<file path="src/rtl/fib_pkg.sv">
// Shared definitions for the generalised-Fibonacci engine and the legacy fib users.
package fib_pkg;

  localparam int unsigned FIB_WIDTH = 32;
  localparam int unsigned FIB_IDX_W = 6;

  typedef enum logic [1:0] {
    IDLE,
    RUN,
    DONE
  } fib_state_t;

endpackage

</file>
<file path="src/rtl/fib_seq_gen_if.sv">
// Request/result handshake bundle between producer, fib_seq_gen and consumer.
interface fib_seq_gen_if
  import fib_pkg::*;
#(
  parameter int unsigned WIDTH = FIB_WIDTH,
  parameter int unsigned IDX_W = FIB_IDX_W
);

  logic             in_valid;
  logic             in_ready;
  logic [IDX_W-1:0] n;
  logic [WIDTH-1:0] seed0;
  logic [WIDTH-1:0] seed1;
  logic             out_valid;
  logic             out_ready;
  logic [WIDTH-1:0] result;
  logic [WIDTH-1:0] result_next;
  logic             overflow;
  logic             busy;

  modport master (
    output in_valid, n, seed0, seed1, out_ready,
    input  in_ready, out_valid, result, result_next, overflow, busy
  );

  modport slave (
    input  in_valid, n, seed0, seed1, out_ready,
    output in_ready, out_valid, result, result_next, overflow, busy
  );

endinterface

</file>
<file path="src/rtl/fib_step_dp.sv">
// One Fibonacci step: shifts the pair forward and tracks sticky carries per term.
module fib_step_dp #(
  parameter int unsigned WIDTH = 32
) (
  input  logic [WIDTH-1:0] a_i,
  input  logic [WIDTH-1:0] b_i,
  input  logic             a_ovf_i,
  input  logic             b_ovf_i,
  output logic [WIDTH-1:0] a_o,
  output logic [WIDTH-1:0] b_o,
  output logic             a_ovf_o,
  output logic             b_ovf_o
);

  logic [WIDTH:0] sum;

  always_comb begin
    sum     = {1'b0, a_i} + {1'b0, b_i};
    a_o     = b_i;
    b_o     = sum[WIDTH-1:0];
    a_ovf_o = b_ovf_i;
    // A term is tainted if either operand was, or its own sum carried out.
    b_ovf_o = a_ovf_i | b_ovf_i | sum[WIDTH];
  end

endmodule

</file>
<file path="src/rtl/fib_seq_gen.sv">
// Generalised-Fibonacci engine: returns F(n), F(n+1) and a sticky overflow flag.
module fib_seq_gen
  import fib_pkg::*;
#(
  parameter int unsigned WIDTH = FIB_WIDTH,
  parameter int unsigned IDX_W = FIB_IDX_W
) (
  input  logic        clk,
  input  logic        rst,
  fib_seq_gen_if.slave bus
);

  fib_state_t       state_q, state_d;
  logic [WIDTH-1:0] a_q, a_d, b_q, b_d;
  logic             a_ovf_q, a_ovf_d, b_ovf_q, b_ovf_d;
  logic [IDX_W-1:0] cnt_q, cnt_d;

  logic [WIDTH-1:0] step_a, step_b;
  logic             step_a_ovf, step_b_ovf;

  fib_step_dp #(
    .WIDTH (WIDTH)
  ) u_step (
    .a_i     (a_q),
    .b_i     (b_q),
    .a_ovf_i (a_ovf_q),
    .b_ovf_i (b_ovf_q),
    .a_o     (step_a),
    .b_o     (step_b),
    .a_ovf_o (step_a_ovf),
    .b_ovf_o (step_b_ovf)
  );

  always_comb begin
    state_d = state_q;
    a_d     = a_q;
    b_d     = b_q;
    a_ovf_d = a_ovf_q;
    b_ovf_d = b_ovf_q;
    cnt_d   = cnt_q;
    unique case (state_q)
      IDLE: begin
        if (bus.in_valid) begin
          state_d = RUN;
          a_d     = bus.seed0;
          b_d     = bus.seed1;
          a_ovf_d = 1'b0;
          b_ovf_d = 1'b0;
          cnt_d   = bus.n;
        end
      end
      RUN: begin
        if (cnt_q == '0) begin
          state_d = DONE;
        end else begin
          a_d     = step_a;
          b_d     = step_b;
          a_ovf_d = step_a_ovf;
          b_ovf_d = step_b_ovf;
          cnt_d   = cnt_q - 1'b1;
        end
      end
      DONE: begin
        if (bus.out_ready) begin
          state_d = IDLE;
        end
      end
      default: state_d = IDLE;
    endcase
  end

  always_ff @(posedge clk) begin
    if (rst) begin
      state_q <= IDLE;
      a_q     <= '0;
      b_q     <= '0;
      a_ovf_q <= 1'b0;
      b_ovf_q <= 1'b0;
      cnt_q   <= '0;
    end else begin
      state_q <= state_d;
      a_q     <= a_d;
      b_q     <= b_d;
      a_ovf_q <= a_ovf_d;
      b_ovf_q <= b_ovf_d;
      cnt_q   <= cnt_d;
    end
  end

  assign bus.in_ready    = (state_q == IDLE);
  assign bus.out_valid   = (state_q == DONE);
  assign bus.busy        = (state_q != IDLE);
  assign bus.result      = a_q;
  assign bus.result_next = b_q;
  assign bus.overflow    = a_ovf_q;

endmodule

</file>
<file path="src/flat_wrapper.sv">
// flat-port wrapper written by rule: the top's interface ports become plain ports
module fib_seq_gen_flat import fib_pkg::*;
#(
  parameter int unsigned WIDTH = FIB_WIDTH,
  parameter int unsigned IDX_W = FIB_IDX_W
)
  (clk, rst, bus_in_valid, bus_n, bus_seed0, bus_seed1, bus_out_ready, bus_in_ready, bus_out_valid, bus_result, bus_result_next, bus_overflow, bus_busy);
  fib_seq_gen_if #(.WIDTH(WIDTH), .IDX_W(IDX_W)) bus_i ();
  input  logic clk;
  input  logic rst;
  input wire logic [$bits(bus_i.in_valid)-1:0] bus_in_valid;
  input wire logic [$bits(bus_i.n)-1:0] bus_n;
  input wire logic [$bits(bus_i.seed0)-1:0] bus_seed0;
  input wire logic [$bits(bus_i.seed1)-1:0] bus_seed1;
  input wire logic [$bits(bus_i.out_ready)-1:0] bus_out_ready;
  output wire logic [$bits(bus_i.in_ready)-1:0] bus_in_ready;
  output wire logic [$bits(bus_i.out_valid)-1:0] bus_out_valid;
  output wire logic [$bits(bus_i.result)-1:0] bus_result;
  output wire logic [$bits(bus_i.result_next)-1:0] bus_result_next;
  output wire logic [$bits(bus_i.overflow)-1:0] bus_overflow;
  output wire logic [$bits(bus_i.busy)-1:0] bus_busy;
  assign bus_i.in_valid = bus_in_valid;
  assign bus_i.n = bus_n;
  assign bus_i.seed0 = bus_seed0;
  assign bus_i.seed1 = bus_seed1;
  assign bus_i.out_ready = bus_out_ready;
  assign bus_in_ready = bus_i.in_ready;
  assign bus_out_valid = bus_i.out_valid;
  assign bus_result = bus_i.result;
  assign bus_result_next = bus_i.result_next;
  assign bus_overflow = bus_i.overflow;
  assign bus_busy = bus_i.busy;
  fib_seq_gen #(.WIDTH(WIDTH), .IDX_W(IDX_W)) u_core (.clk(clk), .rst(rst), .bus(bus_i));
endmodule
</file>
<file path="config.mk">
export PLATFORM = sky130hd
export DESIGN_NAME = fib_seq_gen_flat
export DESIGN_NICKNAME = d
export VERILOG_FILES = /design/src/rtl/fib_pkg.sv /design/src/rtl/fib_seq_gen_if.sv /design/src/rtl/fib_step_dp.sv /design/src/rtl/fib_seq_gen.sv /design/src/flat_wrapper.sv
export SDC_FILE = /design/constraint.sdc
export NUM_CORES = 1
export LEC_CHECK = 0
export BUFFER_PORTS_ARGS = -buffer_cell sky130_fd_sc_hd__buf_2
export CORE_MARGIN = 2
export CORE_UTILIZATION = 48
export CTS_CLUSTER_DIAMETER = 150
export DETAILED_ROUTE_END_ITERATION = 8
export GPL_ROUTABILITY_DRIVEN = 0
export PLACE_DENSITY = 0.74
export SETUP_SLACK_MARGIN = 0.02
export SKIP_LAST_GASP = 1
export SLEW_MARGIN = 5
export SYNTH_ARGS = -nofsm -noshare
export SYNTH_HDL_FRONTEND = slang
export SYNTH_SLANG_ARGS = --single-unit
</file>
<file path="constraint.sdc">
create_clock -name clk -period 2.4 [get_ports clk]
set_input_delay 0.24 -clock clk [delete_from_list [all_inputs] [get_ports clk]]
set_output_delay 0.24 -clock clk [all_outputs]
set_load 0.05 [all_outputs]
</file>
# After elaboration in Yosys (flattened, before gate mapping)
# Index checks and enable logic that the tools add are counted.
# word_totals
reg_bits	74
out_inout_bits	68
# classes
addsub	2
n_eq_ne	6
muxes	18
bitwise	2
n_reduce_logical	6
# ops
op	n
$mux W32	4
$pmux W32 S2	2
$add A32 B32 Y33	1
$mux W6	2
$pmux W6 S2	1
$logic_not A6 Y1	1
$mux W2	3
$ne A2 B2 Y1 const B	3
$pmux W2 S3	1
$reduce_and A3 Y1	2
$sub A6 B1 Y6 const B	1
$pmux W1 S2	2
$reduce_bool A2 Y1	2
$mux W1	3
$eq A2 B1 Y1 const B	1
$eq A2 B2 Y1 const B	1
$logic_not A2 Y1	1
$ne A2 B1 Y1 const B	1
$or A1 B1 Y1	2

# Logic depth before layout (Yosys ltp)
# depth
depth_word	4
mapped_depth	10
mapped_depth_nobuf	9

# By module
# Synthesis repeated with hierarchy kept, for this count alone.
# hier_totals
cells_unflattened	695
hier_area_um2	5227.5
# by_module_without_submodules
mod	instances	cells_each	area_each_um2	seq_area_each_um2
fib_seq_gen	1	427	3296.9	1481.4
fib_step_dp	1	268	1930.6	0.0

# Worst setup path before layout
# OpenSTA, ideal clock, no wires.
# synth_timing
path_kind	flip-flop to flip-flop
from	register u_core.b_q[1] (netlist: u_core.bus.result_next[1])
to	register u_core.b_q[27] (netlist: u_core.bus.result_next[27])
setup_time_ps	142
t_arrival_ps	2659
t_required_ps	2258
slack_ps	-401
stages_incl_launch_ff	9
synth_period_minus_slack_ps	2801
path_cell_list	dfxtp_1 > ha_1 > a211oi_2 > o21bai_2 > a2111oi_4 > nand2b_1 > a2111oi_1 > o41ai_1 > a311oi_1
# synth_between
elab_chain_cells	3
# synth_rtl
element	line	source
start: declaration	fib_seq_gen.sv:14	logic [WIDTH-1:0] a_q, a_d, b_q, b_d;
start signal: assignment	fib_seq_gen.sv:76	b_q <= '0;
start signal: assignment	fib_seq_gen.sv:83	b_q <= b_d;
$add A32 B32 Y33	fib_step_dp.sv:18	sum = {1'b0, a_i} + {1'b0, b_i};
$mux W32	fib_seq_gen.sv:53	if (cnt_q == '0) begin
$pmux W32 S2	fib_seq_gen.sv:41	unique case (state_q)
# Every way passes these cells. The select of a mux whose other input is x is not followed.
# A chain may end at the register's enable or synchronous reset.

# Worst setup path in the final report
# layout_timing
from	register u_core.a_q[0] (netlist: u_core.bus.result[0])
to	register u_core.b_q[28] (netlist: u_core.bus.result_next[28])
# layout_between
elab_chain_cells	3
# layout_rtl
element	line	source
start: declaration	fib_seq_gen.sv:14	
start signal: assignment	fib_seq_gen.sv:75	a_q <= '0;
start signal: assignment	fib_seq_gen.sv:82	a_q <= a_d;
$add A32 B32 Y33	fib_step_dp.sv:18	
$mux W32	fib_seq_gen.sv:53	
$pmux W32 S2	fib_seq_gen.sv:41	
# Every way passes these cells. The select of a mux whose other input is x is not followed.

==> impl_metrics.env <==
export IMPL_dieArea_mm2=0.01158
export IMPL_reg2reg_to="u_core.bus.result_next[28]$_SDFFE_PP0P_"
export IMPL_cts_tree="yes"
export IMPL_clk_latency_ns=0.37
export IMPL_dp_cells=960
export IMPL_hold_buffers=0
export IMPL_end_kind="flop"
export IMPL_dpl_hpwl_mm=11.68
export IMPL_ys_types=59
export IMPL_port_buffers=141
export IMPL_synth_area_per_cell_um2=7.329
export IMPL_critPathLaunch="u_core.bus.result[0]$_SDFFE_PP0P_"
export IMPL_rrSetupSlack_ns=0.04
export IMPL_p_sw_share_pct=50.22
export IMPL_setup_violations=0
export IMPL_grt_first_pass_wirelength_mm=25.88
export IMPL_reg2reg_from="u_core.bus.result[0]$_SDFFE_PP0P_"
export IMPL_cts_clk_slew_worst_paths_ns=0.08
export IMPL_syn_inst=703
export IMPL_p_per_area_mw_per_mm2=1020
export IMPL_post_route_cell_area_mm2=0.006917
export IMPL_clockRootBuffer="clkbuf_8"
export IMPL_synth_seq_cells=74
export IMPL_fin_cells=987
export IMPL_crit_end="u_core.bus.result_next[28]$_SDFFE_PP0P_"
export IMPL_nFillCells=881
export IMPL_ios=142
export IMPL_power_leakage_uw=0.003010
export IMPL_rsz0062_at_grt="true"
export IMPL_syn_nets=812
export IMPL_h_tree_depth=3
export IMPL_cts_buffer_depth=2
export IMPL_drt_iter0_drc=462
export IMPL_final_util_pct=66.70
export IMPL_grt_total_usage_pct=27.24
export IMPL_grtUsageMet1_pct=35.71
export IMPL_synthesis_area_mm2=0.005152
export IMPL_start_util_pct=49.69
export IMPL_cp_depth=10
export IMPL_gr_total_overflow=0
export IMPL_postRouteAntennaNets=0
export IMPL_drive_above_1_share_pct=35.06
export IMPL_fin_skew_ns=0.01373
export IMPL_layout_common_cells="buf_2 (141), nand2_1 (127), nor2_1 (94), a21oi_1 (50), a311oi_1 (44)"
export IMPL_crit_chain="ha_4 -> fa_2 -> a21oi_4 -> nor2_4 -> o211ai_1 -> nand4_1 -> a311oi_2 -> buf_4 -> xor2_2 -> o22ai_2"
export IMPL_multi_input_area_mm2=0.003824
export IMPL_layout_area_seq_mm2=0.001590
export IMPL_viasPerCell=5.990
export IMPL_cts_sinks=74
export IMPL_finalPower_uw=7055
export IMPL_pwr_share_clk_pct=14.2
export IMPL_comb_power_share_pct=59.0
export IMPL_die_x_um=107.6
export IMPL_worstMarginPinSlew_ns=0.6351
export IMPL_drt_pass1_iterations=5
export IMPL_via_count=5912
export IMPL_seq_power_share_pct=26.7
export IMPL_grtUsageMet3_pct=5.206
export IMPL_worstPathArrival_ns=2.59
export IMPL_mostFrequentLayoutCell="buf_2"
export IMPL_syn_to_final_growth_pct=34.24
export IMPL_rr_worst_depth=10
export IMPL_synth_edf_count=0
export IMPL_relSlewSlack_pct=57.66
export IMPL_grt_pass1_vias=5540
export IMPL_tns_ns=0
export IMPL_crit_slowest_cell="fa_2"
export IMPL_drc_errors=0
export IMPL_die_h_um=107.6
export IMPL_critPathMaxFanout=3
export IMPL_maxSlewViolCount=0
export IMPL_routed_wl_mm=16.45
export IMPL_critical_path_class="reg2reg"
export IMPL_cp_start_kind="flop"
export IMPL_synth_main_ff_cell="dfxtp_1"
export IMPL_antenna_found_initial=2
export IMPL_cap_violations=0
export IMPL_use_met2_pct=44.20
export IMPL_core_area_mm2=0.01037
export IMPL_fin_crit_sh_pct=98.35
export IMPL_max_freq_mhz=423.7
export IMPL_ys_seq_area_share_pct=28.75
export IMPL_max_stage_delay_ns=0.39
export IMPL_hold_viol_final=0
export IMPL_hold_class="in2reg"
export IMPL_grt_max_degree=54
export IMPL_wire_per_inst_um=16.67
export IMPL_p_sw_uw=3543
export IMPL_numCtsBuffers=9
export IMPL_place_area_mm2=0.006310
export IMPL_post_route_min_period_ns=2.360
export IMPL_async_reset_ff_share_pct=0
export IMPL_internal_power_uw=3512
export IMPL_fin_nets=954
export IMPL_peakVddDrop_uv=489.9
export IMPL_status="completed"
export IMPL_top_usage_layer="met2"
export IMPL_worst_path_buf_inv=1
export IMPL_yosys_warnings=0
export IMPL_std_cell_rows=37
export IMPL_required_ns=2.63
export IMPL_crit_family="compound AO/OA/AOI/OAI gates"
==> through the flow <==
| step | setup slack (ns) | hold WS [ns] |
|---|---|---|
| floorplan | 0.01868 | 0.3886 |
| global placement | -0.004907 | 0.4616 |
| detailed placement | -0.1100 | 0.4783 |
| CTS | -0.02644 | 0.1188 |
| global route | -0.06837 | 0.1360 |
| finish | 0.03968 | 0.1255 |
==> state kept, by name, summed over array words and instances (netlist names) <==
| signal | cells |
|---|---|
| u_core.state_q | 2 |
| u_core.cnt_q | 6 |
| u_core.bus.result | 32 |
| u_core.b_ovf_q | 1 |
| u_core.bus.result_next | 32 |
| u_core.bus.overflow | 1 |
==> power groups by stage <==
stage          Clock (uW)  Combinational, uW  Sequential (uW)
4_1_cts              1010               3890             1850
5_1_grt              1060               4500             1920
3_5_place_dp            0               3820             1870
6_report             1000               4170             1890
3_3_place_gp            0               3750             1840
2_1_floorplan           0               1980             2650
==> synth_stat cells (all sizes together), types with 4 or more instances <==
master / count / area [um2]
a21o: 10 / 75.07
mux2i: 5 / 50.05
a311oi: 45 / 394.1
xor2: 11 / 96.34
o21a: 10 / 75.07
buf: 12 / 53.80
a211oi: 15 / 130.1
clkbuf: 39 / 146.4
xnor2: 4 / 35.03
dfxtp: 74 / 1481
nand2: 127 / 476.7
nand4: 9 / 62.56
o21ai: 34 / 170.2
nor2b: 7 / 43.79
and3: 7 / 48.80
a21oi: 58 / 290.3
o41ai: 4 / 35.03
a31oi: 6 / 37.54
a2111oi: 5 / 88.83
nor2: 98 / 367.9
ha: 34 / 425.4
nand3: 20 / 100.1
nor3: 14 / 70.07
o211ai: 4 / 30.03
inv: 12 / 45.04
==> final cells by class <==
cell class,instances,area share (%)
Inverter,12,0.6512
Multi-Input combinational cell,566,55.28
Sequential cell,74,22.99
Tap cell,136,2.460
Timing Repair Buffer,182,15.72
Clock buffer,13,2.605
Antenna cell,1,0.03618
Clock inverter,3,0.2533
==> metal layers <==
metal,routed length (um),vias up
met2,7731,242
met3,1156,33
met1,7221,2779
met5,13,-
met4,329,2
li1,-,2856
==> cells by family after synthesis <==
group,after synthesis,share of synthesized area (%)
AND/OR/NAND/NOR,299,25.23
AO/OA/AOI/OAI,212,29.09
XOR/XNOR,15,2.550
adder cells (fa/ha/maj),35,8.645
buffers and inverters,63,4.759
multiplexers,5,0.9714
flip-flops,74,28.75
==> worst min path at each step <==
stage	start	to	slack, ns	cells past startpoint
CTS	bus_seed0[2]	u_core.bus.result[2]$_SDFFE_PP0P_	0.12	3
global placement	u_core.b_ovf_q$_SDFFE_PP0P_	u_core.bus.overflow$_SDFFE_PP0P_	0.46	2
global route	bus_seed0[2]	u_core.bus.result[2]$_SDFFE_PP0P_	0.14	3
floorplan	bus_seed1[10]	u_core.bus.result_next[10]$_SDFFE_PP0P_	0.39	2
detailed placement	u_core.b_ovf_q$_SDFFE_PP0P_	u_core.bus.overflow$_SDFFE_PP0P_	0.48	2
finish	bus_seed1[6]	u_core.bus.result_next[6]$_SDFFE_PP0P_	0.13	3
==> tightest hold or removal path, stage by stage <==
cell,delay (ns)
buf_2,0.09
nand2_1,0.05
a311oi_1,0.07
==> what timing repair did <==
item / in CTS / in global routing
endpoints found under the setup margin: 8 / 17
pin swaps: 8 / 20
buffers inserted: 3 / 7
gates resized for setup: 9 / 49
(Power assumes the default switching activity.)
